File: src/rtl/npc_pkg.sv
// Shared next-pc definitions: control-flow kind encodings and the
// redirect block's pending-state encoding {out_pend, redir_pend}.
package npc_pkg;

    localparam int XLEN = 32;

    typedef enum logic [1:0] {
        KIND_NONE   = 2'b00,
        KIND_BRANCH = 2'b01,
        KIND_JAL    = 2'b10,
        KIND_JALR   = 2'b11
    } kind_e;

    // Bit 1 = writeback pending, bit 0 = fetch redirect pending.
    typedef enum logic [1:0] {
        ST_EMPTY = 2'b00,
        ST_REDIR = 2'b01,
        ST_OUT   = 2'b10,
        ST_BOTH  = 2'b11
    } state_e;

endpackage

File: src/rtl/bru_target.sv
// Combinational branch target, take decision and misalignment check.
module bru_target
    import npc_pkg::*;
(
    input  logic [1:0]      kind,
    input  logic            taken,
    input  logic [XLEN-1:0] pc,
    input  logic [XLEN-1:0] imm,
    input  logic [XLEN-1:0] rs1,
    output logic [XLEN-1:0] target,
    output logic            take,
    output logic            misalign
);

    logic [XLEN-1:0] pc_sum;
    logic [XLEN-1:0] rs1_sum;

    assign pc_sum  = pc + imm;
    assign rs1_sum = rs1 + imm;

    // jalr clears bit 0 of its target; everything else is pc-relative.
    always_comb begin
        target   = pc_sum;
        take     = 1'b0;
        case (kind_e'(kind))
            KIND_NONE:   take = 1'b0;
            KIND_BRANCH: take = taken;
            KIND_JAL:    take = 1'b1;
            KIND_JALR: begin
                take   = 1'b1;
                target = {rs1_sum[XLEN-1:1], 1'b0};
            end
            default:     take = 1'b0;
        endcase
        misalign = take & target[1];
    end

endmodule

File: src/rtl/branch_redirect.sv
// Resolved control-flow op holding stage: registers one op, then presents
// it on a writeback handshake and, when taken and aligned, on a fetch
// redirect handshake. A new op is only accepted once the redirect drained.
module branch_redirect
    import npc_pkg::*;
(
    input  logic            clk,
    input  logic            rst,
    input  logic            in_valid_i,
    output logic            in_ready_o,
    input  logic [1:0]      in_kind_i,
    input  logic            in_taken_i,
    input  logic [XLEN-1:0] in_pc_i,
    input  logic [XLEN-1:0] in_imm_i,
    input  logic [XLEN-1:0] in_rs1_i,
    output logic            out_valid_o,
    input  logic            out_ready_i,
    output logic [XLEN-1:0] out_pc_o,
    output logic [XLEN-1:0] out_link_o,
    output logic            out_misalign_o,
    output logic            redir_valid_o,
    input  logic            redir_ready_i,
    output logic [XLEN-1:0] redir_pc_o,
    output logic            flush_o,
    output logic [XLEN-1:0] redir_cnt_o
);

    state_e          state_q, state_d;
    logic [XLEN-1:0] target;
    logic            take;
    logic            misalign;
    logic            accept;
    logic            redir_fire;
    logic            redir_new;

    logic [XLEN-1:0] pc_q, link_q, rpc_q, cnt_q;
    logic            mis_q;

    bru_target u_bru_target (
        .kind     (in_kind_i),
        .taken    (in_taken_i),
        .pc       (in_pc_i),
        .imm      (in_imm_i),
        .rs1      (in_rs1_i),
        .target   (target),
        .take     (take),
        .misalign (misalign)
    );

    assign accept     = in_valid_i & in_ready_o;
    assign redir_fire = redir_valid_o & redir_ready_i;
    // Misaligned targets are reported on writeback instead of redirecting.
    assign redir_new  = take & ~misalign;

    // State register; reset drops any pending op without firing.
    always_ff @(posedge clk or posedge rst) begin
        if (rst) state_q <= ST_EMPTY;
        else     state_q <= state_d;
    end

    // Next state from accept and the two independent drain handshakes.
    always_comb begin
        state_d = state_q;
        case (state_q)
            ST_EMPTY: if (accept) state_d = redir_new ? ST_BOTH : ST_OUT;
            ST_OUT: begin
                if (accept)           state_d = redir_new ? ST_BOTH : ST_OUT;
                else if (out_ready_i) state_d = ST_EMPTY;
            end
            ST_REDIR: if (redir_ready_i) state_d = ST_EMPTY;
            ST_BOTH: begin
                case ({out_ready_i, redir_ready_i})
                    2'b11:   state_d = ST_EMPTY;
                    2'b10:   state_d = ST_REDIR;
                    2'b01:   state_d = ST_OUT;
                    default: state_d = ST_BOTH;
                endcase
            end
            default: state_d = ST_EMPTY;
        endcase
    end

    // Handshake outputs decoded from state; accept overlaps an out fire.
    always_comb begin
        out_valid_o   = state_q[1];
        redir_valid_o = state_q[0];
        in_ready_o    = (state_q == ST_EMPTY) | ((state_q == ST_OUT) & out_ready_i);
        flush_o       = state_q[0] & redir_ready_i;
    end

    // Held op fields only change on accept, so they are stable until fired.
    always_ff @(posedge clk or posedge rst) begin
        if (rst) begin
            pc_q   <= '0;
            link_q <= '0;
            rpc_q  <= '0;
            mis_q  <= 1'b0;
        end else if (accept) begin
            pc_q   <= in_pc_i;
            link_q <= in_pc_i + 32'd4;
            rpc_q  <= target;
            mis_q  <= misalign;
        end
    end

    // Completed-redirect counter, wraps naturally.
    always_ff @(posedge clk or posedge rst) begin
        if (rst)             cnt_q <= '0;
        else if (redir_fire) cnt_q <= cnt_q + 32'd1;
    end

    assign out_pc_o       = pc_q;
    assign out_link_o     = link_q;
    assign redir_pc_o     = rpc_q;
    assign out_misalign_o = mis_q;
    assign redir_cnt_o    = cnt_q;

endmodule

File: config.mk
export PLATFORM = sky130hd
export DESIGN_NAME = branch_redirect
export DESIGN_NICKNAME = d
export VERILOG_FILES = /design/src/rtl/npc_pkg.sv /design/src/rtl/bru_target.sv /design/src/rtl/branch_redirect.sv
export SDC_FILE = /design/constraint.sdc
export NUM_CORES = 1
export LEC_CHECK = 0
export BUFFER_PORTS_ARGS = -buffer_cell sky130_fd_sc_hd__buf_2
export CORE_MARGIN = 4
export CORE_UTILIZATION = 45
export DETAILED_ROUTE_END_ITERATION = 10
export GPL_TIMING_DRIVEN = 0
export MAX_ROUTING_LAYER = met4
export PLACE_DENSITY = 0.76
export SYNTH_ARGS = -nofsm -noshare
export SYNTH_HDL_FRONTEND = slang
export SYNTH_HIERARCHICAL = 1
export SYNTH_SLANG_ARGS = --single-unit
File: constraint.sdc
create_clock -name clk -period 4.2 [get_ports clk]
set_input_delay 0.63 -clock clk [delete_from_list [all_inputs] [get_ports clk]]
set_output_delay 0.63 -clock clk [all_outputs]
set_load 0.02 [all_outputs]
==> flow_summary.toml <==
[logic_synthesis]
syn_nets = 1225
ys_ff_latch = 129
syn_area_per_cell_sq_um = 8.43
ys_seq_area_frac = 0.362
synth_edf_count = 0
synthCells = 1056
synth_flop_cell = "dfrtp_1"
synth.distinct_cells = 67
async_reset_ff_frac = 1.00
synth_warnings = 6
netlist_area_sq_um = 8910

[critical_path]
path_delay_family = "compound AO/OA/AOI/OAI gates"
r2r_start = "state_q[0]"
critPathMaxFanout = 4
crit_slowest_cell = "fa_1"
worstSetupPathType = "in2reg"
arrival_ps = 3650
cp.depth = 14
r2r_setup_slack_ps = 1720
cp_cell_sequence = "buf_2 -> and2_1 -> fa_1 -> a21oi_2 -> o211ai_1 -> a211oi_2 -> o21ai_1 -> o2111a_1 -> o2111a_1 -> a221oi_1 -> xor2_1 -> mux2i_1 -> nand2_1 -> nand2_1"
max_stage_delay_ps = 410
end_kind = "flop"
worstPathBufferInverterCount = 1
startpoint_type = "primary input"
reg2regPathDepth = 6
r2r-end = "out_pc_o[29]"
critPathRequiredTime_ps = 4510

[power_and_ir_drop]
leakagePower_nw = 5.69
powerDensity_nw_per_um2 = 451
vdd_drop_max_uv = 251

[timing]
setup_violations = 0
rsz0062_at_grt = "false"
skew_ps = 10.5
fin_tns_setup_ps = 0
hold_viol_final = 0
worst-slew-pin-transition_ps = 827
final_max_slew_viol_count = 0
min_period_over_period = 0.794
max_freq_mhz = 300
max_slew_margin = 0.444
period_needed_ps = 3330

[placed_design]
place_congestion = 0.956
dp.cells = 1558
dp_hpwl_microns = 21800
io_buffers = 236
dpl_cell_area_sq_um = 10500

[detailed_routing]
drt-pass1-iter-count = 5
wl_microns = 27600
vias = 8546
drtIter0Drc = 512
wire_per_inst_microns = 17.4
antenna_left = 0
via_per_inst = 5.38
drc = 0

[global_routing]
grt_pass1_wl_microns = 43200
grt.overflow.total = 0
grt_max_degree = 81
grt_usage = 0.254
grt_pass1_vias = 8332
antenna_found_initial = 0

[final_layout]
area_growth_pct = 23.9
final_cells = 1589
n_antenna_cell = 0
final_area_sq_um = 11000
utilization = 0.567
final_nets = 1481
drive_gt1_frac = 0.221

[clock_network]
cts_made_buffers = 17
hold_buffers = 0
clk_latency_ps = 420
cts.sinks = 129
cts_max_path_buffers = 2
postCtsSetupBuffers = 0
clk_pin_slew_ps = 60
h-tree-depth = 4
cts_resized = 0
cts-root-buf = "clkbuf_16"
cts_tree = "built"

[floorplan]
die_h_microns = 149
ios = 237
die_w_microns = 149
initial_utilization = 0.458
core_sq_um = 19500
row_count = 51
dieArea_sq_um = 22100

[flow_run]
cap_violations = 0

[min_path]
min_path_type = "in2async"

[outcome]
status = "complete, no violations"
## synth_stat cells, types with 11 or more instances
library cell / n / area, sq um
a21o_1: 35 / 263
a21oi_1: 51 / 255
and2_1: 11 / 68.8
and3_1: 15 / 93.8
clkbuf_1: 28 / 105
dfrtp_1: 129 / 3230
ha_1: 63 / 788
inv_1: 19 / 71.3
nand2_1: 293 / 1100
nand2b_1: 13 / 81.3
nand3_1: 31 / 155
nand4_1: 22 / 138
nor2_1: 39 / 146
nor3_1: 12 / 60.1
o21ai_0: 59 / 295
xnor2_1: 61 / 534
xor2_1: 47 / 412
## worst register-to-register path, stage by stage (launching register included)
cell	delay (ps)
dfrtp_1	460
nand2b_1	200
nor2_1	330
clkbuf_1	670
buf_1	570
nand2_1	120
nand2_1	70
## report_power, final
group	internal, mW	switching, mW
registers	1.52	0.172
logic	0.629	1.16
clock network	0.903	0.589
## registers in the layout (all words and copies together) (netlist names)
register / count
out_link_o: 30
out_misalign_o: 1
out_pc_o: 32
redir_cnt_o: 32
redir_pc_o: 32
state_q: 2
## cells by family after synthesis
group           share of synthesized area
fa+ha+maj                          0.0930
simple gates                        0.237
buf+inv                            0.0240
xor+xnor                            0.106
compound gates                      0.169
mux                               0.00815
flops                               0.362
## per-stage QoR
| stage | setup slack, ps | total power [mW] | hold WS, ps |
|---|---|---|---|
| 2_1_floorplan | 129 | 2.84 | 582 |
| 3_3_place_gp | -1370 | 3.46 | 454 |
| 3_5_place_dp | 464 | 3.49 | 457 |
| 4_1_cts | 912 | 5.00 | 252 |
| 5_1_grt | 611 | 5.26 | 274 |
| 6_report | 865 | 4.97 | 241 |
## how the worst max path moves through the flow
| stage | to | from |
|---|---|---|
| after global routing | redir_pc_o[30] | in_imm_i[0] |
| after floorplan | out_link_o[10] | rst |
| after global placement | redir_pc_o[0] | rst |
| after CTS | redir_pc_o[30] | in_imm_i[0] |
| final | redir_pc_o[30] | in_imm_i[0] |
| after detailed placement | redir_pc_o[30] | in_imm_i[0] |
## cells in the final DEF (no fill, tap or decap), types with 8 or more instances in the layout
master     count
dfrtp_1      129
a21oi_1       51
clkbuf_1      28
nor2_1        39
buf_2        236
nand3_1       31
nand2b_1      13
o21ai_0       59
nand4_1       22
inv_1         18
clkbuf_16     17
and3_1        15
and2_1        11
xor2_1        47
ha_1          63
a21o_1        35
o21ai_1        9
nor3_1        12
nand2_1      293
xnor2_1       61
o21a_1         8
## layout make-up
type,instances,area [sq um]
buffer,36,143
clock buffer,19,453
timing repair buffer,237,1210
multi-input combinational,872,5470
clock inverter,12,133
inverter,19,76.3
fill,1791,8420
sequential,129,3230
tap,265,332
## layer usage
metal | share of wire | track usage | routed length [microns] | vias to the layer above
met5 | 0 | - | 0 | -
met4 | 0.023 | 0.0822 | 625 | 0
met3 | 0.053 | 0.0451 | 1470 | 49
met2 | 0.47 | 0.400 | 13000 | 292
met1 | 0.45 | 0.334 | 12400 | 4006
li1 | - | - | - | 4199
Note: power is estimated with default switching activity, not from simulation.
